File: config.mk
export PLATFORM = sky130hd
export DESIGN_NAME = beat_duration_timer_flat
export DESIGN_NICKNAME = d
export VERILOG_FILES = /design/src/rtl/beat_duration_timer_if.sv /design/src/rtl/beat_duration_timer.sv /design/src/flat_wrapper.sv
export SDC_FILE = /design/constraint.sdc
export NUM_CORES = 1
export LEC_CHECK = 0
export BUFFER_PORTS_ARGS = -buffer_cell sky130_fd_sc_hd__buf_2
export CELL_PAD_IN_SITES_DETAIL_PLACEMENT = 0
export CELL_PAD_IN_SITES_GLOBAL_PLACEMENT = 2
export CORE_UTILIZATION = 25
export DETAILED_ROUTE_END_ITERATION = 10
export GPL_TIMING_DRIVEN = 0
export PLACE_DENSITY = 0.69
export SYNTH_ARGS = -nofsm -noshare
export SYNTH_HDL_FRONTEND = slang
export SYNTH_SLANG_ARGS = --single-unit
File: constraint.sdc
create_clock -name clk -period 1.5 [get_ports clk]
set_input_delay 0.075 -clock clk [delete_from_list [all_inputs] [get_ports clk]]
set_output_delay 0.075 -clock clk [all_outputs]
set_load 0.02 [all_outputs]
File: src/rtl/beat_duration_timer_if.sv
// Sequencer-side bundle for the beat duration timer.
// master drives load/duration/pause/count_en; slave reports status.
interface beat_duration_timer_if #(
  parameter int DUR_W = 6
);
  logic             count_en;
  logic             load;
  logic [DUR_W-1:0] duration;
  logic             pause;
  logic             busy;
  logic             done;
  logic [DUR_W-1:0] beats_left;
  logic [DUR_W-1:0] beats_done;

  modport master (
    output count_en,
    output load,
    output duration,
    output pause,
    input  busy,
    input  done,
    input  beats_left,
    input  beats_done
  );

  modport slave (
    input  count_en,
    input  load,
    input  duration,
    input  pause,
    output busy,
    output done,
    output beats_left,
    output beats_done
  );
endinterface

File: src/rtl/beat_duration_timer.sv
// Times a loaded duration in beats of the count_en strobe,
// reporting remaining/elapsed beats and pulsing done at expiry.
module beat_duration_timer #(
  parameter int DUR_W = 6
) (
  input logic                 clk,
  input logic                 reset,
  beat_duration_timer_if.slave bus
);

  typedef enum logic [1:0] {
    IDLE = 2'd0,
    RUN  = 2'd1,
    FIN  = 2'd2
  } state_t;

  state_t           state;
  state_t           state_nx;
  logic [DUR_W-1:0] left_q;
  logic [DUR_W-1:0] left_nx;
  logic [DUR_W-1:0] elap_q;
  logic [DUR_W-1:0] elap_nx;
  logic             beat;

  assign beat = bus.count_en & ~bus.pause;

  always_ff @(posedge clk) begin
    if (!reset) begin
      state  <= IDLE;
      left_q <= '0;
      elap_q <= '0;
    end else begin
      state  <= state_nx;
      left_q <= left_nx;
      elap_q <= elap_nx;
    end
  end

  // load outranks a beat in the same cycle; FIN and stray codes fall to IDLE
  always_comb begin
    state_nx = (state == RUN) ? RUN : IDLE;
    left_nx  = left_q;
    elap_nx  = elap_q;
    priority case (1'b1)
      bus.load: begin
        left_nx  = bus.duration;
        elap_nx  = '0;
        state_nx = (bus.duration != '0) ? RUN : FIN;
      end
      (state == RUN) && beat && (left_q != '0): begin
        left_nx = left_q - DUR_W'(1);
        elap_nx = elap_q + DUR_W'(1);
        if (left_q == DUR_W'(1))
          state_nx = FIN;
      end
      default: begin
      end
    endcase
  end

  always_comb begin
    bus.busy       = (state == RUN);
    bus.done       = (state == FIN);
    bus.beats_left = left_q;
    bus.beats_done = elap_q;
  end

endmodule

File: src/flat_wrapper.sv
// flat-port wrapper written by rule: the top's interface ports become plain ports
module beat_duration_timer_flat 
#(
  parameter int DUR_W = 6
)
  (clk, reset, bus_count_en, bus_load, bus_duration, bus_pause, bus_busy, bus_done, bus_beats_left, bus_beats_done);
  beat_duration_timer_if #(.DUR_W(DUR_W)) bus_i ();
  input logic clk;
  input logic reset;
  input wire logic [$bits(bus_i.count_en)-1:0] bus_count_en;
  input wire logic [$bits(bus_i.load)-1:0] bus_load;
  input wire logic [$bits(bus_i.duration)-1:0] bus_duration;
  input wire logic [$bits(bus_i.pause)-1:0] bus_pause;
  output wire logic [$bits(bus_i.busy)-1:0] bus_busy;
  output wire logic [$bits(bus_i.done)-1:0] bus_done;
  output wire logic [$bits(bus_i.beats_left)-1:0] bus_beats_left;
  output wire logic [$bits(bus_i.beats_done)-1:0] bus_beats_done;
  assign bus_i.count_en = bus_count_en;
  assign bus_i.load = bus_load;
  assign bus_i.duration = bus_duration;
  assign bus_i.pause = bus_pause;
  assign bus_busy = bus_i.busy;
  assign bus_done = bus_i.done;
  assign bus_beats_left = bus_i.beats_left;
  assign bus_beats_done = bus_i.beats_done;
  beat_duration_timer #(.DUR_W(DUR_W)) u_core (.clk(clk), .reset(reset), .bus(bus_i));
endmodule
==> results of run 1 <==
## cell type report
cell class | instances | share of cell area [%]
Tap cell | 31 | 3.359
Buffer | 2 | 1.300
Sequential cell | 14 | 25.79
Clock buffer | 4 | 2.275
Timing Repair Buffer | 35 | 18.63
Multi-Input combinational cell | 62 | 47.02
Inverter | 5 | 1.625
## worst min path at each step
stage	slack, ns	end	depth (start not counted)
4_1_cts	0.06	u_core.bus.beats_left[1]	3
3_5_place_dp	0.37	u_core.bus.beats_left[1]	3
2_1_floorplan	0.21	u_core.bus.beats_left[1]	2
6_report	0.07	u_core.bus.beats_left[1]	3
3_3_place_gp	0.38	u_core.bus.beats_left[1]	3
5_1_grt	0.1	u_core.bus.beats_left[1]	3
## cell families (layout without fill, tap and decap cells)
group,count (synthesis),after routing,share of synthesized area (%)
simple gates,29,29,23.49
compound gates,22,22,21.53
flops,14,14,36.54
buf+inv,8,46,4.239
xor+xnor,7,7,7.994
fa+ha+maj,3,3,4.894
mux,1,1,1.305
## state kept, by name (all words and copies together) (netlist names)
register               cells
u_core.state               2
u_core.bus.beats_left      6
u_core.bus.beats_done      6
## cells in the final DEF, fill, tap and decap left out, types with 2 or more instances in the layout
cell type  Yosys  final
inv_2          0      2
clkbuf_4       0      3
buf_2          1     24
dfxtp_1       14      6
nand3_1        4      4
ha_1           3      2
nor2b_1        2      2
a211oi_2       1      4
inv_1          4      2
dfxtp_4        0      3
o21ai_0        7      7
dfxtp_2        0      5
xnor2_1        7      7
or4_1          2      2
nand2_1        4      4
buf_4          0     10
nor4_4         1      2
nor2_1         7      7
a21oi_1        2      2
clkbuf_1       1      2
## power by group through the flow
stage / combinational (mW) / clock (mW) / sequential, mW
detailed placement: 0.156 / 0 / 0.419
global placement: 0.157 / 0 / 0.418
CTS: 0.189 / 0.253 / 0.410
floorplan: 0.0936 / 0 / 0.430
global route: 0.233 / 0.259 / 0.416
finish: 0.214 / 0.234 / 0.414
## repair_timing
action,in CTS,in global routing
hold endpoints to repair,0,0
buffers inserted,6,5
gates cloned,0,1
endpoints found under the setup margin,14,6
pin swaps,8,9
gates resized for setup,5,13
## critical path, delay by kind of cell, from the launching register on
| family | cells | cell delay (ns) |
|---|---|---|
| AOI/OAI and AO/OA | 2 | 0.46 |
| and+or+nand+nor | 2 | 0.41 |
| DFF | 1 | 0.36 |
| buffers and inverters | 1 | 0.13 |
## per-layer routing
metal	share of wire [%]	vias up
li1	-	385
met1	48	361
met2	45	23
met3	6.5	2
met4	0.72	0
met5	0	-
==> flow_metrics.tcl, run 1 <==
set metrics [dict create \
    status "finished with violations" \
    violations "design-rule violations" \
    area.growth.synth_to_final_pct 50.57 \
    hold_buffers 0 \
    relSlewSlack_pct 75.49 \
    place_inst 138 \
    ys.flop_type "dfxtp_1" \
    dp_hpwl_um 1383 \
    setup_viol 0 \
    globalRouteOverflowTotal 0 \
    ys_async_sr_fraction_pct 0 \
    pre_cts_ws_ns -0.1457 \
    drt_iter0_drc 17 \
    synth_seq_cells 14 \
    fin_skew_ns 0.01181 \
    nFillCells 303 \
    syn_area_per_cell_um2 9.131 \
    timing.rr.end "u_core.bus.beats_left[5]" \
    tightestPinTransition_ns 0.3677 \
    p_sw_share_pct 31.60 \
    min-delay-start "bus_duration[1]" \
    synth_top_area_share_pct 36.54 \
    max_freq_ghz 0.6767 \
    arrival_ns 1.66 \
    finalHoldViolCount 0 \
    synth.cell_area_um2 767.0 \
    io-pin-count 25 \
    maxCapViolCount 0 \
    rows 19 \
    crit_type "flip-flop to flip-flop" \
    slew_violations 0 \
    vias 771 \
    multi_input_area_um2 543.0 \
    finalCriticalPeriod_ns 1.478 \
    power.density_nw_per_um2 746.6 \
    period_share_pct 98.52 \
    grt_pass1_vias 665 \
    met2_usage_pct 18.60 \
    io_buffers 23 \
    cp_slowest_cell "dfxtp_4" \
    cts_tree "built" \
    yosys-top-cells-count "dfxtp_1, nor2_1, o21ai_0, xnor2_1" \
    synth_area_leaders "dfxtp_1, xnor2_1, ha_1" \
    cts.sinks 14 \
    worst_setup_path_start_kind "flip-flop" \
    antenna_left 0 \
    seqPwrFrac_pct 48.0 \
    ir_drop_uv 435.3 \
    ys_seq_area_share_pct 36.54 \
    combPwrFrac_pct 24.8 \
    hold_path_class "input port to flip-flop" \
    grt_max_degree 10 \
    dpl_cell_area_um2 952.2 \
    p_clk_share_pct 27.2 \
    wl_per_cell_um 13.60 \
    synth.most_common_cell "dfxtp_1" \
    seqCellArea_um2 297.8 \
    rsz0062_at_grt "yes" \
    die_w_um 57.39 \
    netlist_instances 84 \
    yosysUniqueCellTypes 35 \
    firstDrtPassIters 7 \
    die_h_um 57.39 \
    power.total_mw 0.8622 \
    grt_pass1_wl_um 3063 \
    crit_path_end "u_core.bus.beats_left[5]" \
    clkSlewWorstSetupHoldPaths_ns 0.10 \
    layout_setup_ws_ns 0.02218 \
    r2r_setup_slack_ns 0.02 \
    gp_congestion 0.6842 \
    fin_util_pct 40.82 \
    final_cell_area_um2 1155 \
    cp.required_ns 1.68 \
    yosys.area.top_type "dfxtp_1" \
    start_util_pct 27.11 \
    core-area_um2 2829 \
    fin_cells 153 \
    clkLatencyLatePin_ns 0.29 \
    drive_above_1_share_pct 52.46 \
    cts_max_level 1 \
    syn_nets 98 \
    end_kind "flip-flop" \
    wl_um 2081 \
    use_met3_pct 5.215 \
    clockBufferDepth 2 \
    reg2reg_from "u_core.bus.beats_left[0]" \
    crit_fanout 3 \
    viasPerCell 5.039 \
    intPower_mw 0.5897 \
    dieArea_um2 3294 \
    synth_edf_count 0 \
    path_cells "buf_4 > or3_4 > a211oi_4 > nor3b_1 > a221o_1" \
    layout.nets 137 \
    top_usage_layer "met2" \
    route.detailed.drc 4 \
    ys_warn_count 0 \
    numCtsBuffers 3 \
    diodes 0 \
    slowest_delay_ns 0.36 \
    antenna_found_initial 0 \
    hold_slack_ns 0.06920 \
    root_buffer "clkbuf_4" \
    startpoint "u_core.bus.beats_left[0]" \
    worstRegToRegCells 5 \
    use_met1_pct 16.37 \
    p_sw_mw 0.2725 \
    p_leak_nw 0.4407 \
    fin_tns_setup_ns 0 \
    grt_usage_pct 12.25 \
]
No activity file was read; power rests on OpenSTA's default activity.
==> inputs of run 2 (changes only) <==
CORE_UTILIZATION = 30   (was 25)
PLACE_DENSITY = 0.78   (was 0.69)
clock period = 1.9 ns   (was 1.5 ns; I/O delays follow)
==> flow_metrics.tcl, run 2 (same netlist as run 1, synthesis figures left out) <==
set metrics [dict create \
    crit_fanout 7 \
    final_cell_area_um2 953.4 \
    finalCriticalPeriod_ns 1.678 \
    dieArea_um2 2763 \
    crit_type "flip-flop to flip-flop" \
    relSlewSlack_pct 60.64 \
    wl_per_cell_um 12.68 \
    grt_pass1_wl_um 2877 \
    die_w_um 52.57 \
    finalHoldViolCount 0 \
    clkSlewWorstSetupHoldPaths_ns 0.10 \
    slew_violations 0 \
    wl_um 1763 \
    layout_setup_ws_ns 0.2221 \
    setup_viol 0 \
    numCtsBuffers 3 \
    power.density_nw_per_um2 694.5 \
    r2r_setup_slack_ns 0.22 \
    antenna_left 0 \
    hold_path_class "input port to flip-flop" \
    cts_resized 0 \
    viasPerCell 4.964 \
    clkLatencyLatePin_ns 0.28 \
    min-delay-start "bus_duration[1]" \
    final_cell_mix "buf_2, dfxtp_1, xnor2_1, o21ai_0, nor2_1" \
    fin_skew_ns 0.002716 \
    firstDrtPassIters 4 \
    hold_slack_ns 0.08277 \
    pre_cts_ws_ns 0.2380 \
    timing.rr.end "u_core.bus.beats_left[4]" \
    start_util_pct 33.08 \
    fin_util_pct 41.12 \
    p_leak_nw 0.3776 \
    cts_setup_buffers 0 \
    cts.sinks 14 \
    area.growth.synth_to_final_pct 24.31 \
    rows 17 \
    grt_pass1_vias 615 \
    period_share_pct 88.31 \
    end_kind "flip-flop" \
    io-pin-count 25 \
    clockBufferDepth 2 \
    core-area_um2 2318 \
    route.detailed.drc 0 \
    fin_tns_setup_ns 0 \
    gp_congestion 0.6751 \
    vias 690 \
    fin_cells 139 \
    cts_tree "built" \
    mostFrequentLayoutCell "buf_2" \
    io_buffers 23 \
    arrival_ns 1.88 \
    grt_max_degree 10 \
    power.total_mw 0.6622 \
    layout.nets 126 \
    holdPathStages 3 \
    globalRouteOverflowTotal 0 \
    tightestPinTransition_ns 0.5859 \
    cp.required_ns 2.10 \
    antenna_found_initial 0 \
    status "completed" \
    drive_above_1_share_pct 32.43 \
    rsz0062_at_grt "no" \
    max_freq_ghz 0.5960 \
    place_inst 135 \
    maxCapViolCount 0 \
    worstRegToRegCells 7 \
    dpl_cell_area_um2 917.1 \
    worst_setup_path_start_kind "flip-flop" \
    hold_buffers 0 \
    root_buffer "clkbuf_4" \
    dp_hpwl_um 1306 \
    cts_max_level 1 \
    die_h_um 52.57 \
    diodes 0 \
    hold_path_end "u_core.bus.beats_left[1]" \
    grt_usage_pct 14.47 \
    reg2reg_from "u_core.bus.beats_left[0]" \
    drt_iter0_drc 8 \
    ir_drop_uv 367.9 \
]
## run 2: per-layer routing
layer | track usage, % | share of wire (%) | up-vias
met2 | 21.52 | 41 | 14
met1 | 19.93 | 54 | 311
li1 | - | - | 363
met5 | 0 | 0 | -
met4 | 2.632 | 0.68 | 0
met3 | 5.217 | 3.9 | 2
## run 2: where the power goes
| group | internal [mW] | switching, mW | total [mW] |
|---|---|---|---|
| clock network | 0.117 | 0.109 | 0.226 |
| logic | 0.0437 | 0.0698 | 0.113 |
| registers | 0.305 | 0.0179 | 0.323 |
## run 2: worst max path at each step
stage	start	end	slack, ns	cells past startpoint
floorplan	u_core.bus.beats_left[0]	u_core.bus.beats_left[5]	0.28	6
global placement	u_core.bus.beats_left[2]	u_core.state[1]	0.23	4
detailed placement	u_core.bus.beats_left[0]	u_core.bus.beats_left[5]	0.24	6
CTS	u_core.bus.beats_left[2]	u_core.state[1]	0.22	4
global route	u_core.bus.beats_left[0]	u_core.bus.beats_left[4]	0.04	7
finish	u_core.bus.beats_left[0]	u_core.bus.beats_left[4]	0.22	7
## run 2: final cells by class
cell class / count / area, µm²
clock buffer: 4 / 36.28
sequential: 14 / 280.3
fill: 244 / 1365
inverter: 5 / 18.77
timing repair buffer: 23 / 115.1
tap: 28 / 35.03
multi-input combinational: 62 / 454.2
buffer: 3 / 13.76
## run 2: critical path, cell delays in order (launching register included)
cell,delay (ns)
dfxtp_1,0.36
inv_1,0.07
ha_1,0.14
clkbuf_2,0.21
inv_1,0.10
nor4_1,0.34
a211oi_1,0.13
a311oi_1,0.26
